==> src/rtl/stopwatch_ctrl.sv <==
// -----------------------------------------------------------------------------
// stopwatch_ctrl
//
// Run-control sequencer for the millisecond stopwatch datapath. It conditions
// the three pushbuttons (2-flop synchronizer + debounce + press pulse), runs
// the IDLE/RUN/PAUSE/LAP/DONE state machine, generates the gated count tick
// from a prescaler, and drives the counter clear and the display freeze.
//
// Optional feature macro: LAP_AUTO_RELEASE_EN
//   When defined, a lap freeze releases by itself after LAP_HOLD_TICKS count
//   ticks spent in LAP. When undefined, LAP persists until a button press.
//
// Parameters:
//   TICK_DIV       clk cycles per count tick (>= 2)
//   DB_CYC         stable-level cycles needed to accept a button change (>= 1)
//   LAP_HOLD_TICKS ticks a lap freeze lasts before auto-release (>= 1)
//
// Ports:
//   clk         system clock
//   reset       asynchronous active-low reset
//   btn_start   raw start/stop button, asynchronous, active-high
//   btn_lap     raw lap button, asynchronous, active-high
//   btn_clr     raw clear button, asynchronous, active-high
//   cnt_at_max  datapath count is at its maximum value
//   cnt_tick    one-cycle increment enable to the counter
//   cnt_clr     one-cycle synchronous clear to the counter
//   disp_hold   display shows a frozen value while high (LAP)
//   state       encoded FSM state (IDLE=0, RUN=1, PAUSE=2, LAP=3, DONE=4)
//   running     high in RUN or LAP
// -----------------------------------------------------------------------------
module stopwatch_ctrl #(
   parameter int unsigned TICK_DIV       = 100000,
   parameter int unsigned DB_CYC         = 1000000,
   parameter int unsigned LAP_HOLD_TICKS = 3000
) (
   input  logic       clk,
   input  logic       reset,
   input  logic       btn_start,
   input  logic       btn_lap,
   input  logic       btn_clr,
   input  logic       cnt_at_max,
   output logic       cnt_tick,
   output logic       cnt_clr,
   output logic       disp_hold,
   output logic [2:0] state,
   output logic       running
);

   localparam int unsigned PW = (TICK_DIV > 1) ? $clog2(TICK_DIV) : 1;
   localparam int unsigned DW = (DB_CYC > 1) ? $clog2(DB_CYC) : 1;
   localparam logic [PW-1:0] PRESC_LAST = PW'(TICK_DIV - 1);
   localparam logic [DW-1:0] DB_LAST    = DW'(DB_CYC - 1);

   localparam int BTN_START = 0;
   localparam int BTN_LAP   = 1;
   localparam int BTN_CLR   = 2;

   typedef enum logic [2:0] {
      S_IDLE  = 3'd0,
      S_RUN   = 3'd1,
      S_PAUSE = 3'd2,
      S_LAP   = 3'd3,
      S_DONE  = 3'd4
   } state_e;

   // Parameter sanity checks, evaluated at elaboration only.
   if (TICK_DIV < 2) begin : g_bad_tick_div
      $error("stopwatch_ctrl: TICK_DIV must be at least 2");
   end
   if (DB_CYC < 1) begin : g_bad_db_cyc
      $error("stopwatch_ctrl: DB_CYC must be at least 1");
   end
   if (LAP_HOLD_TICKS < 1) begin : g_bad_lap_hold
      $error("stopwatch_ctrl: LAP_HOLD_TICKS must be at least 1");
   end

   // ---------------------------------------------------------------------------
   // Input conditioning
   // ---------------------------------------------------------------------------
   logic [2:0]          raw;
   logic [2:0]          sync1_q, sync2_q;
   logic [2:0]          db_lvl_q, db_lvl_d;
   logic [2:0][DW-1:0]  db_cnt_q, db_cnt_d;
   logic [2:0]          press_q, press_d;

   assign raw = {btn_clr, btn_lap, btn_start};

   // The debounced level follows the synced input only after DB_CYC
   // consecutive mismatching cycles; any matching cycle restarts the count.
   // A press pulse is produced on the accepted 0->1 change only.
   always_comb begin
      db_lvl_d = db_lvl_q;
      db_cnt_d = db_cnt_q;
      press_d  = '0;
      for (int i = 0; i < 3; i++) begin
         if (sync2_q[i] != db_lvl_q[i]) begin
            if (db_cnt_q[i] == DB_LAST) begin
               db_cnt_d[i] = '0;
               db_lvl_d[i] = sync2_q[i];
               press_d[i]  = sync2_q[i];
            end else begin
               db_cnt_d[i] = db_cnt_q[i] + 1'b1;
            end
         end else begin
            db_cnt_d[i] = '0;
         end
      end
   end

   always_ff @(posedge clk or negedge reset) begin
      if (!reset) begin
         sync1_q  <= '0;
         sync2_q  <= '0;
         db_lvl_q <= '0;
         db_cnt_q <= '0;
         press_q  <= '0;
      end else begin
         sync1_q  <= raw;
         sync2_q  <= sync1_q;
         db_lvl_q <= db_lvl_d;
         db_cnt_q <= db_cnt_d;
         press_q  <= press_d;
      end
   end

   // Same-cycle presses: clear beats start, start beats lap.
   logic pulse_clr, pulse_start, pulse_lap;

   assign pulse_clr   = press_q[BTN_CLR];
   assign pulse_start = press_q[BTN_START] & ~press_q[BTN_CLR];
   assign pulse_lap   = press_q[BTN_LAP] & ~press_q[BTN_START] & ~press_q[BTN_CLR];

   // ---------------------------------------------------------------------------
   // Prescaler, state machine and registered outputs
   // ---------------------------------------------------------------------------
   state_e          state_q, state_d;
   logic [PW-1:0]   presc_q, presc_d;
   logic            cnt_tick_q, cnt_clr_q, disp_hold_q, running_q;
   logic            counting;
   logic            tick_int;
   logic            lap_expired;

   assign counting = (state_q == S_RUN) || (state_q == S_LAP);
   assign tick_int = counting && (presc_q == PRESC_LAST);

`ifdef LAP_AUTO_RELEASE_EN
   localparam int unsigned LW = $clog2(LAP_HOLD_TICKS + 1);
   localparam logic [LW-1:0] LAP_LAST = LW'(LAP_HOLD_TICKS);

   logic [LW-1:0] lap_cnt_q, lap_cnt_d;

   // Held at zero outside LAP, so it starts from zero on every LAP entry.
   always_comb begin
      lap_cnt_d = lap_cnt_q;
      if (state_q != S_LAP) begin
         lap_cnt_d = '0;
      end else if (cnt_tick_q && (lap_cnt_q != LAP_LAST)) begin
         lap_cnt_d = lap_cnt_q + 1'b1;
      end
   end

   assign lap_expired = (state_q == S_LAP) && (lap_cnt_q == LAP_LAST);

   always_ff @(posedge clk or negedge reset) begin
      if (!reset) begin
         lap_cnt_q <= '0;
      end else begin
         lap_cnt_q <= lap_cnt_d;
      end
   end
`else
   assign lap_expired = 1'b0;
`endif

   // Reaching the maximum on a tick ends the run ahead of any start/lap
   // press in the same cycle; only clear overrides it.
   always_comb begin
      state_d = state_q;
      unique case (state_q)
         S_IDLE: begin
            if (pulse_start) state_d = S_RUN;
         end
         S_RUN: begin
            if (tick_int && cnt_at_max) state_d = S_DONE;
            else if (pulse_start)       state_d = S_PAUSE;
            else if (pulse_lap)         state_d = S_LAP;
         end
         S_LAP: begin
            if (tick_int && cnt_at_max)       state_d = S_DONE;
            else if (pulse_start)             state_d = S_PAUSE;
            else if (pulse_lap || lap_expired) state_d = S_RUN;
         end
         S_PAUSE: begin
            if (pulse_start) state_d = S_RUN;
         end
         S_DONE: begin
            state_d = S_DONE;
         end
         default: begin
            state_d = S_IDLE;
         end
      endcase
      if (pulse_clr) state_d = S_IDLE;
   end

   // PAUSE keeps the fractional count so a resume finishes the current tick.
   always_comb begin
      presc_d = presc_q;
      if (pulse_clr) begin
         presc_d = '0;
      end else if (counting) begin
         presc_d = tick_int ? '0 : presc_q + 1'b1;
      end else if (state_q != S_PAUSE) begin
         presc_d = '0;
      end
   end

   always_ff @(posedge clk or negedge reset) begin
      if (!reset) begin
         state_q     <= S_IDLE;
         presc_q     <= '0;
         cnt_tick_q  <= 1'b0;
         cnt_clr_q   <= 1'b0;
         disp_hold_q <= 1'b0;
         running_q   <= 1'b0;
      end else begin
         state_q     <= state_d;
         presc_q     <= presc_d;
         cnt_tick_q  <= tick_int & ~cnt_at_max;
         cnt_clr_q   <= pulse_clr;
         disp_hold_q <= (state_d == S_LAP);
         running_q   <= (state_d == S_RUN) || (state_d == S_LAP);
      end
   end

   assign state     = state_q;
   assign cnt_tick  = cnt_tick_q;
   assign cnt_clr   = cnt_clr_q;
   assign disp_hold = disp_hold_q;
   assign running   = running_q;

endmodule

==> config.mk <==
export PLATFORM = sky130hd
export DESIGN_NAME = stopwatch_ctrl
export DESIGN_NICKNAME = d
export VERILOG_FILES = /design/src/rtl/stopwatch_ctrl.sv
export SDC_FILE = /design/constraint.sdc
export NUM_CORES = 1
export LEC_CHECK = 0
export CORE_ASPECT_RATIO = 1.25
export CORE_UTILIZATION = 55
export DETAILED_ROUTE_END_ITERATION = 8
export PLACE_DENSITY = 0.75
export SLEW_MARGIN = 0
export SYNTH_ARGS = -nofsm -noshare
export SYNTH_HDL_FRONTEND = slang
export SYNTH_SLANG_ARGS = --single-unit
==> constraint.sdc <==
create_clock -name clk -period 3.7 [get_ports clk]
set_input_delay 0.555 -clock clk [delete_from_list [all_inputs] [get_ports clk]]
set_output_delay 0.555 -clock clk [all_outputs]
set_load 0.05 [all_outputs]
==> results.md <==
* Commonest non-fill, non-tap cell in the layout: dfrtp_1
* End of the critical path: state[2]
* Reg2reg path depth at 4
* Die height at 105 µm
* CTS Buffer Depth at 2
* Clk root buf: clkbuf_8
* Max cap viols at 0
* Wirelength per Cell at 14.5 µm
* Initial antenna violation count at 0
* Worst EP required at 3.14 ns
* Failing checks: DRC
* Max Clock Skew at 0.0167 ns
* Worst path top cell family by delay: buffers and inverters
* CP arrival at 1.69 ns
* Max-slew violations at 0
* Register bit total from synthesis at 96
* Synth unique cells at 51
* Via Count at 3518
* Syn Std Cell Area at 4690 µm²
* CTS H-tree lvls at 3
* Worst path bufs/invs at 1
* Outcome: complete, but fails checks
* Post-CTS Setup Inserts at 0
* CP cell instances: clkdlybuf4s50_1
* Drc violations at 2
* Hold Buf Count CTS at 0
* Syn Nets at 476
* IO Port Bufs at 12
* Final-layout fill cell count at 704
* Fraction of registers with async set/reset at 100%
* Leak at 0.00213 µW
* Area of the multi-input gates at 2190 µm²
* Width of the die at 84.6 µm
* Avg Inst Size Synth at 10.1 µm²
* Synth top area cells: dfrtp_1 51%, xor2_1 4.9%, nand3_1 4.4%
* Layout Nets at 490
* Drt pass-1 iters at 6
* Later-pin clock latency in the skew report at 0.36 ns
* Number of CTS-inserted buffers at 9
* Total global routing overflow at 0
* Final cell count without fillers at 581
* DRT antenna net count at 0
* Final WL at 8.40 mm
* Rel. slew slack at 41.5%
* Maximum vdd ir drop at 0.252 mV
* Starting Density at 56.9%
* Final period util at 60.6%
* Post-synth EDFFs at 0
* RSZ-0062 raised after global routing: no
* Die area at 8890 µm²
* Synth-to-layout area growth at 9.16%
* Yosys top cell area share at 51.3%
* Worst setup SP type: flop
* CP startpoint: state[2]
* Rows at 37
* HP Class: in -> async
* YS warnings at 0
* Main synth FF type: dfrtp_1
* Highest Clock Rate at 446 MHz
* Vias in the first global route at 3286
* Register Area at 2400 µm²
* Slew @ Worst Pin at 0.875 ns
* Starting DRT DRC Count at 205
* First-pass GRT wire length at 14.9 mm
* Global-route usage over all layers at 20.6%
* WS Path Type: reg -> out
* Slowest CP cell: clkdlybuf4s50_1
* Crit Reg-Reg Startpoint: db_cnt_q[53]
* Core area at 8240 µm²
* Share of cells above drive strength 1 at 7.23%
* Post_cts resized at 0
* Post-synth top area cell: dfrtp_1
* Largest net degree at the start of global routing at 65
* Worst Setup End Kind: primary output
* Routability congestion estimate from global placement at 0.817
* Setup TNS at 0 ns
* Final hold violation count at 0
* Dpl cells at 566
* Ant diodes at 0
* Vias per inst at 6.06
* TritonCTS clock tree: yes
* Commonest cells after routing, fill and taps aside: 96 x dfrtp_1, 50 x nor2_1, 41 x nand3_1
* Tmin final at 2.24 ns
* Slowest cell delay on critical path at 0.85 ns
* I/O Pins at 13
* Worst R2R End: db_lvl_q[2]
* Fin Hold WS at 0.252 ns
* TritonCTS Sinks at 96
* Worst Path Max Fanout at 7
* R2r setup slk at 1.46 ns
* Hpwl dp at 5.71 mm
* Cell count after synthesis at 466
* Crit path depth at 1
* CTS clock-pin slew for the worst setup and hold paths at 0.10 ns
* Pwr dens at 363 nW/µm²
* Seq/Total Area, Yosys at 51.3%
* Final setup vio count at 0
## cell usage after synthesis (3+ instances only)
master    instances
dfrtp_1          96
nor2_1           50
nand3_1          41
nand2_1          32
xor2_1           26
nand4_1          22
a21oi_1          17
xnor2_1          17
o21ai_0          14
or3_1            13
and3_1           12
clkbuf_1         11
and4_1           10
inv_1            10
or4_1            10
nor4_1            9
o31ai_1           9
a31oi_1           6
and2_1            5
ha_1              4
mux2_2            3
nand3b_1          3
nor2b_1           3
nor3_1            3
nor3b_1           3
nor4b_1           3
## logic make-up (layout without fill, tap and decap cells)
logic type,Yosys count,after routing,share of synthesized area [%]
adder cells (fa/ha/maj),4,4,1.07
XOR/XNOR,43,43,8.04
buffers and inverters,24,42,2.14
AO/OA/AOI/OAI,61,61,8.63
flip-flops,96,96,51.3
AND/OR/NAND/NOR,233,233,27.7
multiplexers,5,5,1.15
## per-stage QoR
stage | setup WS, ns | utilization (%) | area (µm²) | total power [µW]
3_5_place_dp | 1.44 | 59.5 | 4900 | 1150
3_3_place_gp | 1.51 | 59.5 | 4900 | 1150
2_1_floorplan | 1.63 | - | 4690 | 1110
6_report | 1.46 | 62.1 | 5110 | 1860
4_1_cts | 1.44 | 62.1 | 5110 | 1880
5_1_grt | 1.26 | 62.1 | 5110 | 1940
## per-layer routing
| layer | wire length, µm | track usage [%] |
|---|---|---|
| met5 | 0 | 0 |
| met1 | 3950 | 27.6 |
| met4 | 80 | 6.90 |
| met3 | 203 | 2.92 |
| met2 | 4160 | 34.3 |
## power by group
part           switching (µW)  internal, µW
registers                10.5          1060
logic                    37.4          16.7
clock network             356           379
## worst min path at each step
stage                        to        from  cells past startpoint  slack, ns
global placement     sync2_q[0]  sync1_q[0]                      0       0.33
detailed placement   sync2_q[2]  sync1_q[2]                      0       0.34
global route        presc_q[10]       reset                      1       0.33
finish              presc_q[10]       reset                      1       0.25
CTS                 presc_q[10]       reset                      1       0.30
floorplan               cnt_clr       reset                      0       0.26
## sequential cells by signal (all words and copies together) (netlist names)
signal	cells
cnt_clr	1
db_lvl_q	3
db_cnt_q	60
cnt_tick	1
press_q	3
state	3
disp_hold	1
sync1_q	3
presc_q	17
sync2_q	3
running	1
## layout make-up
class | instances | area share, %
tap | 97 | 2.37
inverter | 10 | 0.734
multi-input combinational | 346 | 42.8
sequential | 96 | 47.0
clock buffer | 10 | 2.50
timing repair buffer | 17 | 3.03
clock inverter | 5 | 1.61
(Power assumes the default switching activity.)
